===== src/rtl/gpio_arb_pkg.sv =====
// Shared types and width helpers for the gpio_h0 line arbiter.
// Combinational helpers only; no state, no flow control.
package gpio_arb_pkg;

  typedef enum logic [1:0] {
    IDLE  = 2'd0,
    GRANT = 2'd1,
    TURN  = 2'd2
  } arb_state_e;

  localparam int DEF_NREQ     = 4;
  localparam int DEF_MAX_HOLD = 64;
  localparam int DEF_TURN_CYC = 2;

  // Counter/index width that never collapses to zero bits.
  function automatic int clog2_min1(input int n);
    return (n <= 2) ? 1 : $clog2(n);
  endfunction

endpackage


===== src/rtl/rr_pick.sv =====
// Round-robin picker: first eligible index at or after rr_ptr_i, scanning upward with wrap.
// Purely combinational; no backpressure.
module rr_pick
  import gpio_arb_pkg::*;
#(
  parameter int NREQ = DEF_NREQ,
  parameter int IW   = clog2_min1(NREQ)
) (
  input  logic [NREQ-1:0] elig_i,
  input  logic [IW-1:0]   rr_ptr_i,
  output logic [NREQ-1:0] win_onehot_o,
  output logic [IW-1:0]   win_idx_o,
  output logic            win_vld_o
);

  logic [IW:0] cand;

  // Scan from the far end back toward rr_ptr so the closest eligible index wins last.
  always_comb begin
    cand         = '0;
    win_onehot_o = '0;
    win_idx_o    = '0;
    win_vld_o    = 1'b0;
    for (int k = NREQ - 1; k >= 0; k--) begin
      cand = {1'b0, rr_ptr_i} + (IW+1)'(k);
      if (cand >= (IW+1)'(NREQ)) cand = cand - (IW+1)'(NREQ);
      if (elig_i[cand[IW-1:0]]) begin
        win_vld_o                   = 1'b1;
        win_idx_o                   = cand[IW-1:0];
        win_onehot_o                = '0;
        win_onehot_o[cand[IW-1:0]]  = 1'b1;
      end
    end
  end

endmodule


===== src/rtl/gpio_h0_arbiter.sv =====
// Shares the MCU gpio_h0 line among NREQ requesters: round-robin, bounded tenure, idle turnaround.
// Grant and data are 1 cycle after sampling; requests simply wait while the MCU drives or the line is busy.
module gpio_h0_arbiter
  import gpio_arb_pkg::*;
#(
  parameter int   NREQ       = DEF_NREQ,
  parameter int   MAX_HOLD   = DEF_MAX_HOLD,
  parameter int   TURN_CYC   = DEF_TURN_CYC,
  parameter logic IDLE_LEVEL = 1'b1
) (
  input  logic            ppm_clk,
  input  logic            rst_n,
  input  logic [NREQ-1:0] req,
  input  logic [NREQ-1:0] req_dout,
  output logic [NREQ-1:0] grant,
  output logic            gpio_h0_in_o,
  input  logic            mcu_dout,
  input  logic            mcu_oe_n,
  output logic            line_rx,
  output logic            busy,
  output logic            timeout_pulse
);

  localparam int IW = clog2_min1(NREQ);
  localparam int TW = clog2_min1(MAX_HOLD);
  localparam int CW = clog2_min1(TURN_CYC + 1);

  arb_state_e      state_q, state_d;
  logic [NREQ-1:0] grant_q, grant_d;
  logic [NREQ-1:0] mask_q, mask_d;
  logic [IW-1:0]   owner_q, owner_d;
  logic [IW-1:0]   rr_ptr_q, rr_ptr_d;
  logic [TW-1:0]   tenure_q, tenure_d;
  logic [CW-1:0]   turn_cnt_q, turn_cnt_d;
  logic            gpio_q, gpio_d;
  logic            line_rx_q, line_rx_d;
  logic            timeout_q, timeout_d;

  logic [NREQ-1:0] pick_onehot;
  logic [IW-1:0]   pick_idx;
  logic            pick_vld;
  logic [IW:0]     nxt_ptr;

  rr_pick #(
    .NREQ (NREQ),
    .IW   (IW)
  ) u_rr_pick (
    .elig_i       (req & ~mask_q),
    .rr_ptr_i     (rr_ptr_q),
    .win_onehot_o (pick_onehot),
    .win_idx_o    (pick_idx),
    .win_vld_o    (pick_vld)
  );

  always_comb begin
    nxt_ptr = {1'b0, owner_q} + (IW+1)'(1);
    if (nxt_ptr == (IW+1)'(NREQ)) nxt_ptr = '0;
  end

  always_comb begin
    state_d    = state_q;
    grant_d    = grant_q;
    owner_d    = owner_q;
    rr_ptr_d   = rr_ptr_q;
    tenure_d   = tenure_q;
    turn_cnt_d = turn_cnt_q;
    gpio_d     = gpio_q;
    timeout_d  = 1'b0;
    line_rx_d  = mcu_dout;
    mask_d     = mask_q & req;
    case (state_q)
      IDLE: begin
        if (mcu_oe_n && pick_vld) begin
          state_d  = GRANT;
          grant_d  = pick_onehot;
          owner_d  = pick_idx;
          tenure_d = '0;
        end
      end
      GRANT: begin
        if (!req[owner_q] || tenure_q == TW'(MAX_HOLD - 1)) begin
          state_d    = TURN;
          grant_d    = '0;
          gpio_d     = IDLE_LEVEL;
          rr_ptr_d   = nxt_ptr[IW-1:0];
          turn_cnt_d = '0;
          // A same-edge drop of req counts as a normal release, not a timeout.
          if (req[owner_q]) begin
            timeout_d       = 1'b1;
            mask_d[owner_q] = 1'b1;
          end
        end else begin
          tenure_d = tenure_q + TW'(1);
          gpio_d   = req_dout[owner_q];
        end
      end
      TURN: begin
        if (turn_cnt_q == CW'(TURN_CYC - 1)) state_d = IDLE;
        else                                  turn_cnt_d = turn_cnt_q + CW'(1);
      end
      default: state_d = IDLE;
    endcase
  end

  always_ff @(posedge ppm_clk) begin
    if (!rst_n) begin
      state_q    <= IDLE;
      grant_q    <= '0;
      mask_q     <= '0;
      owner_q    <= '0;
      rr_ptr_q   <= '0;
      tenure_q   <= '0;
      turn_cnt_q <= '0;
      gpio_q     <= IDLE_LEVEL;
      line_rx_q  <= 1'b0;
      timeout_q  <= 1'b0;
    end else begin
      state_q    <= state_d;
      grant_q    <= grant_d;
      mask_q     <= mask_d;
      owner_q    <= owner_d;
      rr_ptr_q   <= rr_ptr_d;
      tenure_q   <= tenure_d;
      turn_cnt_q <= turn_cnt_d;
      gpio_q     <= gpio_d;
      line_rx_q  <= line_rx_d;
      timeout_q  <= timeout_d;
    end
  end

  assign grant         = grant_q;
  assign gpio_h0_in_o  = gpio_q;
  assign line_rx       = line_rx_q;
  assign timeout_pulse = timeout_q;
  assign busy          = (state_q != IDLE);

endmodule


===== config.mk =====
export PLATFORM = sky130hd
export DESIGN_NAME = gpio_h0_arbiter
export DESIGN_NICKNAME = d
export VERILOG_FILES = /design/src/rtl/gpio_arb_pkg.sv /design/src/rtl/rr_pick.sv /design/src/rtl/gpio_h0_arbiter.sv
export SDC_FILE = /design/constraint.sdc
export NUM_CORES = 1
export LEC_CHECK = 0
export ABC_AREA = 1
export CORE_MARGIN = 8
export CORE_UTILIZATION = 33
export CTS_BUF_LIST = sky130_fd_sc_hd__clkbuf_16
export DETAILED_ROUTE_END_ITERATION = 10
export GPL_TIMING_DRIVEN = 0
export SETUP_SLACK_MARGIN = 0.5
export SYNTH_ARGS = -nofsm -noshare
export SYNTH_HDL_FRONTEND = slang
export SYNTH_HIERARCHICAL = 1
export SYNTH_SLANG_ARGS = --single-unit

===== constraint.sdc =====
create_clock -name ppm_clk -period 6.3 [get_ports ppm_clk]
set_clock_uncertainty 0.05 [all_clocks]
set_input_delay 0.945 -clock ppm_clk [delete_from_list [all_inputs] [get_ports ppm_clk]]
set_output_delay 0.945 -clock ppm_clk [all_outputs]
set_load 0.02 [all_outputs]

# Word-level counts from Yosys, hierarchy flattened
# Index checks and enable logic that the tools add are counted.
# totals
regBits,25
in_bits,12
out_inout_bits,8
elab_cells,124
# classes
add_sub_neg,10
order_cmp,14
eq_ne,10
muxes,57
n_bitwise,4
n_reduce_logical,19
# ops
operator,n
4-bit two-way mux,9
2-bit two-way mux,14
1-bit two-way mux,17
"2-bit by 3-bit < comparator with 1-bit output, second input constant",5
3-bit AND reduction,5
1-bit binary-select mux with 2-bit select,6
6-bit two-way mux,2
6-bit case mux with 2 select lines,1
1-bit demux with 2-bit select,5
"2-bit by 1-bit greater-or-equal comparator with 1-bit output, second input constant",5
"2-bit != test, second input constant",5
"3-bit greater-or-equal comparator, second input constant",3
4-bit AND,2
4-bit case mux with 2 select lines,1
"2-bit by 1-bit subtractor with 2-bit output, second input constant",4
"2-bit by 1-bit adder with 3-bit output, second input constant",2
"2-bit by 2-bit adder with 3-bit output, second input constant",2
"6-bit by 1-bit adder with 6-bit output, second input constant",1
"6-bit == test, second input constant",1
1-bit logical AND,6
2-bit case mux with 3 select lines,1
2-bit nonzero test,3
"2-bit by 1-bit == test with 1-bit output, second input constant",2
4-bit inverter,1
other kinds (10),11

# Depth between registers and ports, before layout
# Gate-level depths: netlist of the first run.
# depth
word_depth,13
ltp_mapped,14
mapped_depth_nobuf,14

# By module
# The synthesis of the first run kept the hierarchy.
# modules_own_cells
mod,instances,cells_per_inst,area_per_inst_um2,seq_area_each_um2
gpio_h0_arbiter,1,175,1313.8,500.5
rr_pick,1,88,491.7,0.0

# Least setup slack after synthesis of the first run
# OpenSTA, ideal clock, no wires.
# synth_timing
kind,in2reg
startpoint,input port req[1]
endpoint,register tenure_q[4]
setup_ns,0.070
arrival_ns,2.231
required_time_ns,6.180
path_slack_ns,3.949
cell_stages,12
n_path_buf,1
path_cell_list,inv_1 nor2_1 inv_1 nand2_1 nand3_1 nand2_2 nor2_1 nand3_1 nand3_1 buf_2 nand3_1 a21oi_1
# synth_between
elab_chain_cells,10
word_cells_on_any_way,21
classes_between,eq/ne: 2; mux: 14; bitwise: 1; reduce/logical: 4
# synth_lines
item,line_no,text
start: declaration,gpio_h0_arbiter.sv:13,"input logic [NREQ-1:0] req,"
4-bit AND (*),gpio_h0_arbiter.sv:48,".elig_i (req & ~mask_q),"
1-bit binary-select mux with 2-bit select,rr_pick.sv:27,if (elig_i[cand[IW-1:0]]) begin
1-bit two-way mux (not written as such),rr_pick.sv:27,
1-bit two-way mux (3 in series),rr_pick.sv:27,
1-bit two-way mux (*),rr_pick.sv:27,
net pick_vld,gpio_h0_arbiter.sv:41,logic pick_vld;
1-bit logical AND (*),gpio_h0_arbiter.sv:73,if (mcu_oe_n && pick_vld) begin
2-bit != test (no source line) (*),n/a,
3-bit AND reduction (no source line) (*),n/a,
end signal: assignment,gpio_h0_arbiter.sv:123,tenure_q <= tenure_d;
end: declaration,gpio_h0_arbiter.sv:33,"logic [TW-1:0] tenure_q, tenure_d;"
# The timed path passes the listed nets; every way through them passes the cells marked *. The select of a mux whose other input is x is not followed.
# A chain may end at the register's enable or synchronous reset.

# Final worst setup path of the first run
# layout_timing
startpoint,input port req[2]
endpoint,register tenure_q[5]
# Same word-level chain as after synthesis.

==> impl_metrics.yaml, run 1 <==
logic_synthesis:
  syn-cell-area_um2: 1810
  async_flop_share: 0
  synth_edf_count: 0
  yosysTopAreaCell: "dfxtp_1"
  synthDistinctLibCells: 31
  syn_nets: 290
  yosys-top-cells-area: "dfxtp_1, nand2_1, ha_1"
  synth_area_per_cell_um2: 6.86
  synth_top_area_frac: 0.277
  synthAdderAreaFrac: 0.104
  synthMuxAreaShare: 0
  synth_top_family_by_area: "simple AND/OR/NAND/NOR gates"
  synth-seq-area-share: 0.277
  synthFlopType: "dfxtp_1"
  yosys.area_share.xor_xnor: 0.00485
  synth_compound_area_frac: 0.106
  syn_inst: 263
  synth_warnings: 6
  ys_ff_latch: 25
  synth-simple-area-share: 0.403
  synth_top_cells_by_count: "nand2_1, inv_1, nand3_1"
  post-synth-top-count-cell: "nand2_1"
critical_path:
  r2r-start: "rr_ptr_q[0]"
  cp-end-kind: "flop"
  cp.required_ps: 6390
  ff2ff_path_depth: 11
  max_stage_delay_ps: 480
  crit_fanout: 10
  cp_common_cell: "nand3_1"
  critPathLaunch: "req[2]"
  crit_chain: "clkdlybuf4s50_1, inv_1, nor2_1, inv_2, o21ai_1, nand2_1, nand2_2, nor2_1, nand3_1, nand3_1, buf_2, nand3_1, a21oi_1"
  rrSetupSlack_ps: 3710
  cp.arrival_ps: 2990
  crit_type: "primary input to flop"
  critPathSlowestCell: "clkdlybuf4s50_1"
  rr_endpoint: "tenure_q[5]"
  critPathCapture: "tenure_q[5]"
  startpoint_type: "primary input"
finish:
  fin_nets: 314
  n_fill_cell: 599
  n_antenna_cell: 0
  syn_to_final_growth_pct: 20.1
  drive_gt1_frac: 0.150
sta:
  slew_headroom: 0.692
  max_clock_freq_mhz: 345
  fin_crit_sh: 0.461
  finalSetupTns_ps: 0
  setup_slack_ps: 3400
  setup_violations: 0
  tightest_slew_ps: 462
  min_period_ps: 2900
  slew_viol_final: 0
  hold_viol_final: 0
  rsz0062_at_grt: "false"
pwr:
  power.leakage_uw: 0.000967
  worst_ir_drop_vdd_v: 0.000108
  power-per-cell-area_nw_per_um2: 263
drt:
  dr.pass1.iters: 4
  vias: 1649
  ant_nets: 0
  drc: 0
  routed_wl_mm: 3.92
  drt-wirelength-per-cell_um: 10.9
  drtIter0Drc: 55
  routed_via_density: 4.61
placed_design:
  gp_congestion: 0.838
  dp_slack_ps: 3070
  dp_hpwl_mm: 3.02
  port_buffers: 19
global_routing:
  grt_max_degree: 16
  grt_overflow: 0
  track_usage: 0.103
  grt_pass1_vias: 1606
  antenna_found_initial: 0
  grt_pass1_wl_mm: 7.02
die:
  num_rows: 27
  io_pins: 20
  coreArea_um2: 5410
  die_x_um: 90.0
  start_util: 0.334
  die_area_um2: 8090
  die_y_um: 90.0
hold_path:
  hold_class: "flop to flop"
clock_network:
  clock-sinks: 25
  cts_tree: "done"
  cts-hold-fix-buffers: 0
  numCtsBuffers: 3
  h-tree-depth: 1
  clk_pin_slew_ps: 70
  cts_resized: 0
  cts-root-buf: "clkbuf_16"
  clkLatencyLatePin_ps: 260
  cts_buffer_depth: 2
  postCtsSetupBuffers: 0
status:
  status: "completed"
flow_run:
  maxCapViolations: 0
worst min path at each step:
stage | startpoint | endpoint | slack [ps] | cells past startpoint
finish | turn_cnt_q[1] | turn_cnt_q[1] | 420 | 2
global route | grant[3] | grant[3] | 450 | 2
CTS | mask_q[0] | mask_q[0] | 420 | 2
detailed placement | mask_q[3] | mask_q[3] | 410 | 2
global placement | turn_cnt_q[1] | turn_cnt_q[1] | 400 | 2
floorplan | turn_cnt_q[1] | turn_cnt_q[1] | 390 | 2
where the power goes:
group	switching, µW	leakage, µW	internal (µW)
combinational	142	0.000726	87.9
clock	62.0	0.0000371	86.4
sequential	18.4	0.000204	173
total	222	0.000967	347
logic make-up after synthesis:
kind of cell / after synthesis
compound gates: 34
xor+xnor: 1
fa+ha+maj: 15
buf+inv: 44
flops: 25
simple gates: 144
per-layer routing:
layer / track usage / share of wire / vias to the layer above
met3: 0.0249 / 0.055 / 6
met2: 0.158 / 0.44 / 31
met5: 0 / 0 / -
li1: - / - / 878
met4: 0.0485 / 0.019 / 0
met1: 0.131 / 0.49 / 734
registers in the layout, summed over array words and instances (netlist names):
| register | count |
|---|---|
| rr_ptr_q | 2 |
| state_q | 2 |
| timeout_pulse | 1 |
| line_rx | 1 |
| tenure_q | 6 |
| turn_cnt_q | 2 |
| mask_q | 4 |
| gpio_h0_in_o | 1 |
| grant | 4 |
| owner_q | 2 |
stage by stage:
| stage | util | cell area [µm²] | total power (µW) | hold slack [ps] | cells |
|---|---|---|---|---|---|
| after floorplan | - | 1810 | 366 | 389 | 263 |
| after global placement | 0.386 | 2090 | 424 | 403 | 354 |
| after detailed placement | 0.386 | 2090 | 427 | 410 | 354 |
| after CTS | 0.401 | 2170 | 577 | 423 | 358 |
| after global routing | 0.401 | 2170 | 617 | 449 | 358 |
| final | 0.401 | 2170 | 570 | 416 | 358 |
layout make-up:
class                           instances  area (µm²)  area share
Inverter                               40         153      0.0704
Buffer                                  4        36.3      0.0167
Tap cell                               72        90.1      0.0415
Sequential cell                        25         500       0.231
Timing Repair Buffer                   19         190      0.0877
Multi-Input combinational cell        194        1120       0.515
Clock inverter                          1        7.51     0.00346
Clock buffer                            3        75.1      0.0346
critical path, delay by kind of cell:
kind	cells	cell delay [ps]
simple gates	7	940
compound gates	2	210
buf+inv	4	890
layout by cell type, fill, tap and decap left out, types with 2 or more instances in the layout:
cell type,count
nor2_1,28
nand2_1,56
clkdlybuf4s50_1,19
nand3_1,29
nand2_4,4
inv_2,9
nor2_4,2
o21ai_1,3
ha_1,15
o21ai_0,7
nand3_2,8
a21oi_1,19
clkbuf_16,3
inv_1,30
dfxtp_1,25
or2_0,4
nand2_2,8
No activity file was read; power rests on OpenSTA's default activity.
==> run 2, diff against run 1 <==
- clock period: 6.3 -> 2.7 ns (I/O delays scaled with it)
==> impl_metrics.yaml, run 2 (synthesis gave the netlist of run 1 again) <==
global_routing:
  antenna_found_initial: 0
  gr-usage-met3: 0.0249
  busiest_layer: "met2"
  grt_pass1_vias: 1600
  track_usage: 0.104
  met1_usage: 0.132
  grt_pass1_wl_mm: 7.06
  grt_overflow: 0
  grt_max_degree: 16
  use_met2: 0.160
finish:
  post-route-util: 0.426
  syn_to_final_growth_pct: 27.5
  fin_nets: 322
  final_common_cell: "nand2_1"
  n_antenna_cell: 0
  largest_register_ffs: 6
  drive_gt1_frac: 0.201
  final_cell_mix: "nand2_1, inv_1, nand3_1"
  largest_register: "tenure_q"
  n_fill_cell: 590
drt:
  vias: 1691
  drt-wirelength-per-cell_um: 11.6
  routed_wl_mm: 4.26
  dr.pass1.iters: 4
  drc: 0
  ant_nets: 0
  routed_via_density: 4.62
  drtIter0Drc: 84
critical_path:
  ff2ff_path_depth: 11
  cp-end-kind: "flop"
  r2r-start: "rr_ptr_q[1]"
  critPathCapture: "grant[3]"
  rr_endpoint: "grant[3]"
  critPathLaunch: "req[2]"
  crit_type: "primary input to flop"
  startpoint_type: "primary input"
  rrSetupSlack_ps: 670
  cp.required_ps: 2790
  crit_fanout: 7
  cp.arrival_ps: 2170
sta:
  finalSetupTns_ps: 0
  slew_headroom: 0.685
  setup_violations: 0
  max_clock_freq_mhz: 479
  whs_ps: 417
  hold_viol_final: 0
  slew_viol_final: 0
  fin_crit_sh: 0.773
  tightest_slew_ps: 472
  min_period_ps: 2090
  rsz0062_at_grt: "true"
clock_network:
  clkLatencyLatePin_ps: 260
  cts-root-buf: "clkbuf_16"
  cts-hold-fix-buffers: 0
  h-tree-depth: 1
  cts_tree: "done"
  numCtsBuffers: 3
  clk_pin_slew_ps: 70
  clock-sinks: 25
  cts_buffer_depth: 2
die:
  die_area_um2: 8090
  die_x_um: 90.0
  num_rows: 27
  die_y_um: 90.0
  start_util: 0.334
  io_pins: 20
  coreArea_um2: 5410
hold_path:
  hold_class: "flop to flop"
  holdPathStages: 2
pwr:
  worst_ir_drop_vdd_v: 0.000266
  power.leakage_uw: 0.00103
  power-per-cell-area_nw_per_um2: 617
placed_design:
  dp_hpwl_mm: 3.02
  port_buffers: 19
  gp_congestion: 0.838
status:
  status: "completed"
flow_run:
  maxCapViolations: 0
-- run 2: cell types whose count changed in the layout (fill, tap and decap cells not counted), sizes merged --
cell    before  now
nand3       38   39
buf          3    9
clkbuf       4    5
-- run 2: timing repair --
action / CTS / global route
endpoints found under the setup margin: 13 / 12
pin swaps: 0 / 4
gates resized for setup: 6 / 10
gates cloned: 0 / 2
setup buffers: 0 / 6
-- run 2: worst max-delay path: stages --
cell and delay [ps]:
clkdlybuf4s50_1 480, inv_1 70, nor2_2 100, inv_2 50, o21ai_2 120, nand2_1 120
nand2_4 120, inv_2 70, nand3_2 140, nand3_4 150, clkbuf_16 220, nand3_1 70
a21oi_1 60
-- run 2: layout make-up --
| class | count | area (µm²) | share of cell area |
|---|---|---|---|
| Clock buffer | 3 | 75.1 | 0.0326 |
| Clock inverter | 1 | 7.51 | 0.00326 |
| Inverter | 40 | 153 | 0.0663 |
| Multi-Input combinational cell | 195 | 1160 | 0.505 |
| Timing Repair Buffer | 26 | 260 | 0.113 |
| Sequential cell | 25 | 508 | 0.221 |
| Tap cell | 72 | 90.1 | 0.0391 |
| Buffer | 4 | 46.3 | 0.0201 |
-- run 2: worst min path at each step --
stage,endpoint,start
after floorplan,turn_cnt_q[1],turn_cnt_q[1]
final,turn_cnt_q[1],turn_cnt_q[1]
after CTS,mask_q[0],mask_q[0]
after global routing,grant[3],grant[3]
after global placement,turn_cnt_q[1],turn_cnt_q[1]
after detailed placement,mask_q[3],mask_q[3]
-- run 2: power breakdown --
group          leakage (µW)  internal (µW)  switching [µW]
clock             0.0000371            202             143
combinational      0.000787            262             370
sequential         0.000205            405            38.8
-- run 2: metrics by stage --
stage	setup slack, ps	power [µW]	cells	area (µm²)
5_1_grt	501	1530	366	2300
2_1_floorplan	550	853	263	1810
3_3_place_gp	26.5	990	354	2090
4_1_cts	509	1360	358	2190
6_report	612	1420	366	2300
3_5_place_dp	5.58	996	354	2090
-- run 2: layer usage --
layer | vias to the layer above | share of wire
li1 | 899 | -
met3 | 5 | 0.053
met5 | - | 0
met2 | 30 | 0.44
met1 | 757 | 0.49
met4 | 0 | 0.017
==> run 3, diff against run 2 <==
- clock period: 2.7 -> 1.7 ns (I/O delays scaled with it)
==> impl_metrics.yaml, run 3 (synthesis gave the netlist of run 1 again) <==
finish:
  fin_area_um2: 2800
  drive_gt1_frac: 0.449
  largest_register_ffs: 6
  final_cell_mix: "nand2_1, buf_4, inv_1"
  seq_area_um2: 520
  multi_input_area_um2: 1390
  fin_nets: 349
  final_common_cell: "nand2_1"
  syn_to_final_growth_pct: 55.2
  largest_register: "tenure_q"
  n_antenna_cell: 0
  n_fill_cell: 522
sta:
  finalSetupTns_ps: -0.685
  max_clock_freq_mhz: 588
  slew_headroom: 0.808
  min_period_ps: 1700
  fin_crit_sh: 1.00
  tightest_slew_ps: 288
  setup_slack_ps: -0.685
  setup_violations: 1
  rsz0062_at_grt: "true"
  hold_viol_final: 0
  slew_viol_final: 0
critical_path:
  cp.arrival_ps: 1840
  cp-end-kind: "flop"
  cp.required_ps: 1840
  cp_common_cell: "nand3_4"
  crit_type: "flop to flop"
  crit_fanout: 7
  critPathSlowestCell: "dfxtp_4"
  startpoint_type: "flop"
  max_stage_delay_ps: 410
  crit_chain: "inv_8, ha_4, inv_4, nand3_4, nand2_4, nor2_4, nand3_4, nand3_4, buf_6, nand3_1, a21oi_1"
  ff2ff_path_depth: 11
die:
  coreArea_um2: 5410
  die_y_um: 90.0
  start_util: 0.334
  die_area_um2: 8090
  die_x_um: 90.0
  io_pins: 20
  num_rows: 27
placed_design:
  dp_hpwl_mm: 3.08
  gp_congestion: 0.787
  placed_cell_area_um2: 2190
  port_buffers: 19
clock_network:
  h-tree-depth: 1
  cts_tree: "done"
  clock-sinks: 25
  clkLatencyLatePin_ps: 260
  cts-root-buf: "clkbuf_16"
  cts_buffer_depth: 2
  numCtsBuffers: 3
  cts-hold-fix-buffers: 0
  clk_pin_slew_ps: 60
hold_path:
  hold_class: "primary input to flop"
  holdPathStages: 3
global_routing:
  grt_max_degree: 14
  gr-usage-met3: 0.0175
  track_usage: 0.116
  antenna_found_initial: 0
  busiest_layer: "met2"
  grt_pass1_wl_mm: 8.00
  grt_overflow: 0
  grt_pass1_vias: 1804
  met1_usage: 0.129
  use_met2: 0.217
drt:
  routed_via_density: 4.63
  vias: 1820
  drtIter0Drc: 55
  routed_wl_mm: 4.67
  dr.pass1.iters: 4
  drc: 0
  drt-wirelength-per-cell_um: 11.9
  ant_nets: 0
status:
  status: "finished with violations"
  violations: "setup timing"
pwr:
  power-per-cell-area_nw_per_um2: 942
  worst_ir_drop_vdd_v: 0.000407
  power.leakage_uw: 0.00124
flow_run:
  maxCapViolations: 0
==> run 3: cell count changes in the layout (fill, tap and decap cells not counted), sizes merged <==
cell and change:
buf +33, dlygate4sd2 +4, clkbuf -1, inv +1
clkinvlp -1, clkdlybuf4s50 -12, nand3 -1, clkdlybuf4s15 +4
==> run 3: metrics by stage <==
step	worst slack (ps)	total power, µW	hold slack, ps	utilization	instances
final	-0.685	2640	313	0.518	393
after CTS	-42.8	2500	306	0.487	381
after floorplan	27.3	1430	303	-	263
after global placement	-568	1660	402	0.404	354
after detailed placement	-598	1660	404	0.404	354
after global routing	-107	2810	327	0.518	393
==> run 3: final cells by class <==
class                           instances  area share
Clock inverter                          1     0.00134
Sequential cell                        25       0.186
Clock buffer                            3      0.0268
Tap cell                               72      0.0322
Multi-Input combinational cell        194       0.497
Inverter                               40      0.0634
Timing Repair Buffer                   54       0.178
Buffer                                  4      0.0156
==> run 3: repair_timing <==
item | 4_1_cts | 5_1_grt
gates cloned | 2 | 0
endpoints found under the setup margin | 31 | 27
pin swaps | 29 | 19
gates resized for setup | 82 | 33
setup buffers | 21 | 12
==> run 3: worst paths after layout <==
| check | start | end | slack (ps) |
|---|---|---|---|
| hold reg to reg | turn_cnt_q[1] | turn_cnt_q[1] | 400 |
| hold / removal | req[1] | mask_q[1] | 310 |
| setup reg to reg | rr_ptr_q[0] | tenure_q[5] | -0.7 |
| setup / recovery | rr_ptr_q[0] | tenure_q[5] | -0.7 |
==> run 3: metal layers <==
layer / part of all wire / up-vias / wire [µm]
li1: - / 959 / -
met1: 0.44 / 841 / 2030
met2: 0.53 / 16 / 2470
met3: 0.027 / 4 / 125
met4: 0.0090 / 0 / 42
met5: 0 / - / 0
==> run 3: report_power, final <==
group | internal (µW) | switching (µW) | leakage [µW]
registers | 652 | 68.2 | 0.000208
clock network | 315 | 208 | 0.0000423
logic | 638 | 758 | 0.000991
total | 1600 | 1030 | 0.00124
==> run 3: worst max-delay path, delay by kind of cell, from the launching register on <==
family / cells / cell delay, ps
AOI/OAI and AO/OA: 1 / 120
buffers and inverters: 3 / 240
adders and majority gates: 1 / 300
DFF: 1 / 410
and+or+nand+nor: 6 / 500
